## src/rtl/extremum_pkg.sv

```systemverilog
// Shared mode encoding for the extremum finder and its callers.
package extremum_pkg;

  typedef logic mode_t;

  localparam mode_t MODE_MIN = 1'b0;
  localparam mode_t MODE_MAX = 1'b1;

endpackage

```

## src/rtl/extremum_finder_if.sv

```systemverilog
// Transaction bus of the extremum finder: lane vector in, winning lane out.
interface extremum_finder_if
  import extremum_pkg::*;
#(
  parameter int N_VALS    = 7,
  parameter int VAL_WIDTH = 9,
  parameter int TAG_WIDTH = 8
);

  localparam int IDX_W = $clog2(N_VALS);
  localparam int CNT_W = $clog2(N_VALS + 1);

  logic                             valid_in;
  logic [N_VALS-1:0][VAL_WIDTH-1:0] vals_in;
  logic [N_VALS-1:0]                mask_in;
  logic [CNT_W-1:0]                 count_in;
  mode_t                            mode_in;
  logic [TAG_WIDTH-1:0]             tag_in;

  logic                             valid_out;
  logic [IDX_W-1:0]                 index_out;
  logic [VAL_WIDTH-1:0]             value_out;
  logic                             found_out;
  mode_t                            mode_out;
  logic [TAG_WIDTH-1:0]             tag_out;

  modport master (
    output valid_in, vals_in, mask_in, count_in, mode_in, tag_in,
    input  valid_out, index_out, value_out, found_out, mode_out, tag_out
  );

  modport slave (
    input  valid_in, vals_in, mask_in, count_in, mode_in, tag_in,
    output valid_out, index_out, value_out, found_out, mode_out, tag_out
  );

endinterface

```

## src/rtl/extremum_cmp2.sv

```systemverilog
// One tree node: picks the better of two candidates, ties going to the left (lower index).
module extremum_cmp2
  import extremum_pkg::*;
#(
  parameter int VAL_WIDTH = 9,
  parameter int IDX_W     = 3
) (
  input  mode_t                 mode_i,
  input  logic                  l_vld_i,
  input  logic [VAL_WIDTH-1:0]  l_val_i,
  input  logic [IDX_W-1:0]      l_idx_i,
  input  logic                  r_vld_i,
  input  logic [VAL_WIDTH-1:0]  r_val_i,
  input  logic [IDX_W-1:0]      r_idx_i,
  output logic                  vld_o,
  output logic [VAL_WIDTH-1:0]  val_o,
  output logic [IDX_W-1:0]      idx_o
);

  logic sel_r;

  always_comb begin
    sel_r = r_vld_i;
    if (l_vld_i && r_vld_i) begin
      sel_r = (mode_i == MODE_MAX) ? (r_val_i > l_val_i) : (r_val_i < l_val_i);
    end

    vld_o = l_vld_i || r_vld_i;
    val_o = sel_r ? r_val_i : l_val_i;
    idx_o = sel_r ? r_idx_i : l_idx_i;
    // Empty node: neutral value so an empty transaction reports it at the root.
    if (!l_vld_i && !r_vld_i) begin
      val_o = (mode_i == MODE_MAX) ? '0 : '1;
      idx_o = '0;
    end
  end

endmodule

```

## src/rtl/extremum_finder.sv

```systemverilog
// Pipelined argmin/argmax over N_VALS lanes: input register, one register per tree
// level, then an output register; one transaction per cycle, no backpressure.
module extremum_finder
  import extremum_pkg::*;
#(
  parameter int N_VALS    = 7,
  parameter int VAL_WIDTH = 9,
  parameter int TAG_WIDTH = 8
) (
  input  logic              clk_in,
  input  logic              rst_in,
  extremum_finder_if.slave  bus
);

  localparam int IDX_W = $clog2(N_VALS);
  localparam int D     = $clog2(N_VALS);
  localparam int NLEAF = 1 << D;
  localparam int NNODE = 2 * NLEAF - 1;

  typedef struct packed {
    logic                 vld;
    logic [VAL_WIDTH-1:0] value;
    logic [IDX_W-1:0]     index;
  } cand_t;

  // Heap layout: node 0 is the root, node n has children 2n+1 and 2n+2,
  // leaves occupy NLEAF-1 .. NNODE-1 and are all at the same depth.
  cand_t                node_d [NNODE];
  cand_t                node_q [NNODE];

  logic                 vld_p_q  [D+1];
  mode_t                mode_p_q [D+1];
  logic [TAG_WIDTH-1:0] tag_p_q  [D+1];

  logic                 valid_q;
  logic [IDX_W-1:0]     index_q;
  logic [VAL_WIDTH-1:0] value_q;
  logic                 found_q;
  mode_t                mode_q;
  logic [TAG_WIDTH-1:0] tag_q;

  // Stage 0: per-lane eligibility, padding leaves never eligible
  for (genvar j = 0; j < NLEAF; j++) begin : g_leaf
    if (j < N_VALS) begin : g_lane
      assign node_d[NLEAF-1+j] = {bus.mask_in[j] && (int'(bus.count_in) > j),
                                  bus.vals_in[j], IDX_W'(j)};
    end else begin : g_pad
      assign node_d[NLEAF-1+j] = {1'b0, {VAL_WIDTH{1'b0}}, IDX_W'(j)};
    end
  end

  // Stages 1..D: tree level lv is fed by stage lv-1 and uses that stage's mode
  for (genvar lv = 1; lv <= D; lv++) begin : g_lvl
    for (genvar k = 0; k < (1 << (D - lv)); k++) begin : g_node
      localparam int NI = (1 << (D - lv)) - 1 + k;
      logic                 c_vld;
      logic [VAL_WIDTH-1:0] c_val;
      logic [IDX_W-1:0]     c_idx;

      extremum_cmp2 #(
        .VAL_WIDTH (VAL_WIDTH),
        .IDX_W     (IDX_W)
      ) u_cmp (
        .mode_i  (mode_p_q[lv-1]),
        .l_vld_i (node_q[2*NI+1].vld),
        .l_val_i (node_q[2*NI+1].value),
        .l_idx_i (node_q[2*NI+1].index),
        .r_vld_i (node_q[2*NI+2].vld),
        .r_val_i (node_q[2*NI+2].value),
        .r_idx_i (node_q[2*NI+2].index),
        .vld_o   (c_vld),
        .val_o   (c_val),
        .idx_o   (c_idx)
      );

      assign node_d[NI] = {c_vld, c_val, c_idx};
    end
  end

  always_ff @(posedge clk_in) begin
    node_q      <= node_d;
    mode_p_q[0] <= bus.mode_in;
    tag_p_q[0]  <= bus.tag_in;
    for (int s = 1; s <= D; s++) begin
      mode_p_q[s] <= mode_p_q[s-1];
      tag_p_q[s]  <= tag_p_q[s-1];
    end
  end

  always_ff @(posedge clk_in) begin
    if (rst_in) begin
      for (int s = 0; s <= D; s++) vld_p_q[s] <= 1'b0;
    end else begin
      vld_p_q[0] <= bus.valid_in;
      for (int s = 1; s <= D; s++) vld_p_q[s] <= vld_p_q[s-1];
    end
  end

  // Output stage: data only updates with a valid result and holds otherwise
  always_ff @(posedge clk_in) begin
    if (rst_in) begin
      valid_q <= 1'b0;
      index_q <= '0;
      value_q <= '0;
      found_q <= 1'b0;
      mode_q  <= MODE_MIN;
      tag_q   <= '0;
    end else begin
      valid_q <= vld_p_q[D];
      if (vld_p_q[D]) begin
        index_q <= node_q[0].index;
        value_q <= node_q[0].value;
        found_q <= node_q[0].vld;
        mode_q  <= mode_p_q[D];
        tag_q   <= tag_p_q[D];
      end
    end
  end

  assign bus.valid_out = valid_q;
  assign bus.index_out = index_q;
  assign bus.value_out = value_q;
  assign bus.found_out = found_q;
  assign bus.mode_out  = mode_q;
  assign bus.tag_out   = tag_q;

endmodule
```

## src/flat_wrapper.sv

```systemverilog
// flat-port wrapper written by rule: the top's interface ports become plain ports
module extremum_finder_flat import extremum_pkg::*;
#(
  parameter int N_VALS    = 7,
  parameter int VAL_WIDTH = 9,
  parameter int TAG_WIDTH = 8
)
  (clk_in, rst_in, bus_valid_in, bus_vals_in, bus_mask_in, bus_count_in, bus_mode_in, bus_tag_in, bus_valid_out, bus_index_out, bus_value_out, bus_found_out, bus_mode_out, bus_tag_out);
  extremum_finder_if #(.N_VALS(N_VALS), .VAL_WIDTH(VAL_WIDTH), .TAG_WIDTH(TAG_WIDTH)) bus_i ();
  input  logic clk_in;
  input  logic rst_in;
  input wire logic [$bits(bus_i.valid_in)-1:0] bus_valid_in;
  input wire logic [$bits(bus_i.vals_in)-1:0] bus_vals_in;
  input wire logic [$bits(bus_i.mask_in)-1:0] bus_mask_in;
  input wire logic [$bits(bus_i.count_in)-1:0] bus_count_in;
  input wire logic [$bits(bus_i.mode_in)-1:0] bus_mode_in;
  input wire logic [$bits(bus_i.tag_in)-1:0] bus_tag_in;
  output wire logic [$bits(bus_i.valid_out)-1:0] bus_valid_out;
  output wire logic [$bits(bus_i.index_out)-1:0] bus_index_out;
  output wire logic [$bits(bus_i.value_out)-1:0] bus_value_out;
  output wire logic [$bits(bus_i.found_out)-1:0] bus_found_out;
  output wire logic [$bits(bus_i.mode_out)-1:0] bus_mode_out;
  output wire logic [$bits(bus_i.tag_out)-1:0] bus_tag_out;
  assign bus_i.valid_in = bus_valid_in;
  assign bus_i.vals_in = bus_vals_in;
  assign bus_i.mask_in = bus_mask_in;
  assign bus_i.count_in = bus_count_in;
  assign bus_i.mode_in = bus_mode_in;
  assign bus_i.tag_in = bus_tag_in;
  assign bus_valid_out = bus_i.valid_out;
  assign bus_index_out = bus_i.index_out;
  assign bus_value_out = bus_i.value_out;
  assign bus_found_out = bus_i.found_out;
  assign bus_mode_out = bus_i.mode_out;
  assign bus_tag_out = bus_i.tag_out;
  extremum_finder #(.N_VALS(N_VALS), .VAL_WIDTH(VAL_WIDTH), .TAG_WIDTH(TAG_WIDTH)) u_core (.clk_in(clk_in), .rst_in(rst_in), .bus(bus_i));
endmodule
```

## config.mk

```make
export PLATFORM = sky130hd
export DESIGN_NAME = extremum_finder_flat
export DESIGN_NICKNAME = d
export VERILOG_FILES = /design/src/rtl/extremum_pkg.sv /design/src/rtl/extremum_finder_if.sv /design/src/rtl/extremum_cmp2.sv /design/src/rtl/extremum_finder.sv /design/src/flat_wrapper.sv
export SDC_FILE = /design/constraint.sdc
export NUM_CORES = 1
export LEC_CHECK = 0
export CAP_MARGIN = 20
export CORE_MARGIN = 3
export CORE_UTILIZATION = 50
export CTS_CLUSTER_DIAMETER = 40
export DETAILED_ROUTE_END_ITERATION = 8
export HOLD_SLACK_MARGIN = 0.15
export PLACE_DENSITY_LB_ADDON = 0.12
export RECOVER_POWER = 50
export SKIP_LAST_GASP = 1
export SLEW_MARGIN = 20
export SYNTH_ARGS = -nofsm -noshare
export SYNTH_HDL_FRONTEND = slang
export SYNTH_SLANG_ARGS = --single-unit
export TNS_END_PERCENT = 10
```

## constraint.sdc

```tcl
create_clock -name clk_in -period 3.3 [get_ports clk_in]
set_input_delay 0.33 -clock clk_in [delete_from_list [all_inputs] [get_ports clk_in]]
set_output_delay 0.33 -clock clk_in [all_outputs]
set_load 0.03 [all_outputs]
```

* Word level (Yosys, flattened, before mapping)
Memories as Yosys holds them, arrays and structs flattened. A register that Yosys moved wholly into a read port is not among the register bits. Cells that the tools add are included.
Operators by class: order comparisons 19, muxes and demuxes 42, bitwise gates (word level) 4, reduce and logical (&&, ||, !) cells 37
Operators by type and width (number):
- $mux 9 | 16
- $gt 9x9->1 | 6
- $lt 9x9->1 | 6
- $mux 1 | 22
- $logic_and 1x1->1 | 19
- $logic_not 1->1 | 12
- $mux 3 | 4
- $gt 3x3->1 const B | 3
- $gt 3x1->1 const B | 2
- $gt 3x2->1 const B | 2
- $logic_or 1x1->1 | 6
- $or 1x1->1 | 4
Storage, ports and cells: flip-flop bits (word level) 175, bits in writable memories 40, bits of input ports 85, output and inout port bits 23, logic and storage cells 144, memories 3
Memories:
- u_core.tag_p_q | words 4, width 8, read ports 4, clocked after Yosys merged registers in 1, write ports 4, line extremum_finder.sv:33 | logic [TAG_WIDTH-1:0] tag_p_q [D+1];
- u_core.mode_p_q | words 4, width 1, read ports 4, clocked after Yosys merged registers in 1, write ports 4, line extremum_finder.sv:32 | mode_t mode_p_q [D+1];
- u_core.vld_p_q | words 4, width 1, read ports 4, clocked after Yosys merged registers in 0, write ports 4, line extremum_finder.sv:31 | logic vld_p_q [D+1];

* Logic depth before layout (Yosys ltp)
depth after elaboration 5, depth in mapped cells 9, gate-level depth less buffers 8

* Modules after synthesis
From an unflattened synthesis, not the netlist that was laid out.
Unflattened totals: cells, all modules 841, area, all modules 8664.6 µm²
By module, submodules not included:
- extremum_finder | instances 1, cells an instance 289, area each 4951.0 µm², seq. area each 4484.3 µm²
- extremum_cmp2 (u_core.g_lvl[1].g_node[0].u_cmp ...) | instances 6, cells an instance 78, area each 513.0 µm², seq. area each 0.0 µm²
- extremum_cmp2 (u_core.g_lvl[1].g_node[2].u_cmp) | instances 1, cells an instance 84, area each 635.6 µm², seq. area each 0.0 µm²

* Worst setup path after synthesis
No wires, ideal clock.
path type register -> register, from reg u_core.node_q[124] (netlist bit), to reg u_core.node_q[160] (netlist bit), library setup time 0.122 ns, arrival time 2.292 ns, data required time 3.178 ns, slack 0.886 ns, cell stages (with the launch flop) 9, buffers on the path 0, period minus slack after synthesis 2.414 ns, cell sequence dfxtp_1 > inv_1 > ha_1 > and4_4 > and3b_4 > a2111oi_4 > mux2i_2 > nor2_4 > a221o_1
Between the ends: cells in the longest elaborated chain, start to end 5, elaborated cells between the ends (all ways) 6, those cells by class 2 x order compare; 4 x mux
RTL lines:
- start: declaration | line extremum_finder.sv:29 | cand_t node_q [NNODE];
- start signal: assignment | line extremum_finder.sv:81 | node_q <= node_d;
- $lt 9x9->1 / $gt 9x9->1 (equally long branches) | line extremum_cmp2.sv:25 | sel_r = (mode_i == MODE_MAX) ? (r_val_i > l_val_i) : (r_val_i < l_val_i);
- $mux 1 (*) | line extremum_cmp2.sv:25
- $mux 1 (*) | line extremum_cmp2.sv:24 | if (l_vld_i && r_vld_i) begin
- $mux 9 (*) | line extremum_cmp2.sv:29 | val_o = sel_r ? r_val_i : l_val_i;
- $mux 9 (*) | line extremum_cmp2.sv:32 | if (!l_vld_i && !r_vld_i) begin
- net u_core.g_lvl[2].g_node[1].c_val[1] | line extremum_finder.sv:57 | logic [VAL_WIDTH-1:0] c_val;
The timed path passes the listed nets; every way through them passes the cells marked *. A chain may end at the register's enable or synchronous reset.

* Worst setup path in the final report
from reg u_core.node_q[124] (netlist bit), to reg u_core.node_q[162] (netlist bit)
Same word-level chain as after synthesis.

==> key figures <==
Clocking
  • Clk buf depth: 3
  • CTS H-tree lvls: 1
  • Worst-path clk slew: 0.06 ns
  • # clock sinks: 216
  • Post-CTS Resized: 0
  • TritonCTS clock tree: built
  • Post-CTS setup buffer count: 0
  • CTS hold repair buffers: 0
  • CTS root buf: clkbuf_16
  • Skew-Pair Late Insertion Delay: 0.52 ns
  • CTS buffer count: 28

Synthesis
  • Flops & latches, synth: 216
  • Area contributors post-synth: dfxtp_1 56%, ha_1 8.7%, a221o_1 4.6%
  • Average size of a mapped cell: 10.77 µm²
  • Post-synth top area share: 55.69%
  • Synth Instances: 721
  • Yosys warnings: 0
  • Post-synthesis async set-or-reset flop share: 0%
  • Synthesized area: 7765 µm²
  • Syn_nets: 860
  • Leading area contributor after synthesis: dfxtp_1
  • Post-synth EDFFs: 0
  • Top_reg_cell synth: dfxtp_1
  • Seq/Total Area, Yosys: 55.69%
  • Netlist cell types: 49

Timing
  • RSZ-0062 raised after global routing: false
  • Fin Setup TNS: 0 ns
  • Max-slew violation count: 0
  • Slew headroom: 34.16%
  • Fmax: 376.7 MHz
  • Final setup skew: 0.007224 ns
  • Hold Slack: 0.3224 ns
  • Period minus WS final: 2.654 ns
  • Period utilization: 80.44%
  • Final hold violation count: 0
  • Endpoints failing setup: 0
  • Transition time of the tightest slew-check pin: 0.9844 ns

Drt
  • WL/cell: 14.69 µm
  • First-pass DRT Iterations: 5
  • DRT iter0 DRCs: 216
  • DR DRC count: 0
  • Post-route ant nets: 0
  • Vias: 5,426
  • Total wire length: 15.31 mm
  • Vias per cell: 5.207

Die
  • Die span in x: 130.6 µm
  • Row count: 44
  • Core Region: 14,860 µm²
  • Initial Utilization: 52.24%
  • Area of the die: 17,060 µm²
  • Io pins: 108
  • Die height: 130.6 µm

Finish
  • Final #Nets: 975
  • Cell Count, Final, Fillers Out: 1,042
  • # fillers: 1,103
  • Most frequent cells in the layout: 216 x dfxtp_1, 74 x dlygate4sd3_1, 65 x inv_1, 54 x ha_1, 48 x a21oi_1
  • Layout area overhead: 29.94%
  • Ratio of cells with drive above 1 in the final layout: 9.441%
  • Commonest non-fill, non-tap cell in the layout: dfxtp_1
  • Ant. Diodes: 0

Setup path
  • FF-to-FF path depth: 8
  • Critical path startpoint category: register
  • Crit end category: register
  • FF-to-FF Start: u_core.node_q[124]
  • Crit path to: u_core.node_q[162]
  • Worst-path fanout max: 10
  • CP required: 3.70 ns
  • WS Path Type: register to register
  • Worst setup path start: u_core.node_q[124]
  • CP arrival: 3.06 ns
  • Worst R2R Setup Slack: 0.65 ns
  • R2R Path End: u_core.node_q[162]

Global route
  • Total track usage: 17.99%
  • Initial antenna violation count: 0
  • Number of global-route vias before repair: 5,467
  • First-pass GRT wire length: 25.29 mm
  • Pin count of the biggest net entering global routing: 28
  • Grt total ovfl: 0

Power and ir drop
  • VDD IR max: 0.4031 mV
  • Pleak: 4.479 nW
  • Power density over cell area: 707.0 nW/µm²
  • Overall power: 7.133 mW

Hold path
  • Tightest Hold Check Type: register to register

Run status
  • Status: completed

Placement
  • Routability cong.: 0.8317
  • Post-DP HPWL: 11.20 mm
  • # port buffers: 107
  • Placed cell count: 990

Flow run
  • Number of max-cap violations: 0
-- area by class of cell --
class                   count  area, µm²  area share (%)
flip-flops and latches    216       4324           42.86
multi-input cells         414       3098           30.70
repair buffers            111       1101           10.91
clock buffers              34      784.5           7.775
clock inverters            18      307.8           3.051
inverters                  65      244.0           2.418
well taps                 184      230.2           2.282
-- report_power, final --
part,total [mW],internal (mW),switching [mW]
clock network,3.40,2.26,1.14
logic,0.748,0.376,0.372
registers,2.99,2.84,0.148
-- worst min path at each step --
stage | startpoint | endpoint | slack, ns | cells past startpoint
5_1_grt | u_core.tag_p_q[2][1] | u_core.tag_p_q[3][1] | 0.33 | 0
6_report | u_core.tag_p_q[1][4] | u_core.tag_p_q[2][4] | 0.32 | 0
3_3_place_gp | u_core.tag_p_q[2][6] | u_core.tag_p_q[3][6] | 0.31 | 0
4_1_cts | bus_vals_in[37] | u_core.node_q[43] | 0.23 | 1
3_5_place_dp | u_core.tag_p_q[0][1] | u_core.tag_p_q[1][1] | 0.31 | 0
2_1_floorplan | u_core.tag_p_q[0][0] | u_core.tag_p_q[1][0] | 0.31 | 0
-- per-stage QoR --
| stage | setup WS [ns] | utilization (%) | cell area [µm²] |
|---|---|---|---|
| 2_1_floorplan | 0.8860 | - | 7765 |
| 3_3_place_gp | 0.7411 | 60.51 | 8995 |
| 3_5_place_dp | 0.6652 | 60.51 | 8995 |
| 4_1_cts | 0.6498 | 67.86 | 10090 |
| 5_1_grt | 0.4931 | 67.88 | 10090 |
| 6_report | 0.6456 | 67.88 | 10090 |
-- cells by family (layout without fill, tap and decap cells) --
kind of cell | after synthesis | after routing | share of synthesized area [%]
fa+ha+maj | 54 | 54 | 8.701
compound gates | 167 | 167 | 15.95
flops | 216 | 216 | 55.69
simple gates | 154 | 154 | 9.990
buf+inv | 91 | 228 | 4.447
mux | 39 | 39 | 5.221
-- flip-flops by register name (all words and copies together) (netlist names), 3 cells and up --
name,flops
u_core.node_q,153
u_core.tag_p_q,32
u_core.bus.value_out,9
u_core.bus.tag_out,8
u_core.mode_p_q,4
u_core.vld_p_q,4
u_core.bus.index_out,3
-- Yosys cell counts (all sizes together), types with 3 or more instances --
cell type and number:
ha 54, clkbuf 17, or2 8, inv 65
a31oi 9, a211oi 3, a21o 27, and4 4
nand4 7, buf 9, mux2i 39, nor2 43
o21ai 22, and2 6, nor2b 10, a21oi 48
nand3 11, a221o 36, nor3 7, nand2b 3
dfxtp 216, nand2 47, o21a 3, a2111oi 3
-- metal layers --
metal	part of all wire, %	GRT usage (%)	vias to the layer above
li1	-	-	2758
met1	45	22.73	2498
met2	48	31.61	141
met3	5.5	3.699	29
met4	1.8	4.416	0
met5	0	0	-
-- worst max-delay path: stages, from the launching register on --
cell and delay [ns]:
dfxtp_1 0.33, inv_1 0.05, ha_1 0.32, and4_4 0.21
and3b_4 0.19, a2111oi_4 0.40, mux2i_2 0.59, nor2_4 0.13
a221o_1 0.33
(Power assumes the default switching activity.)
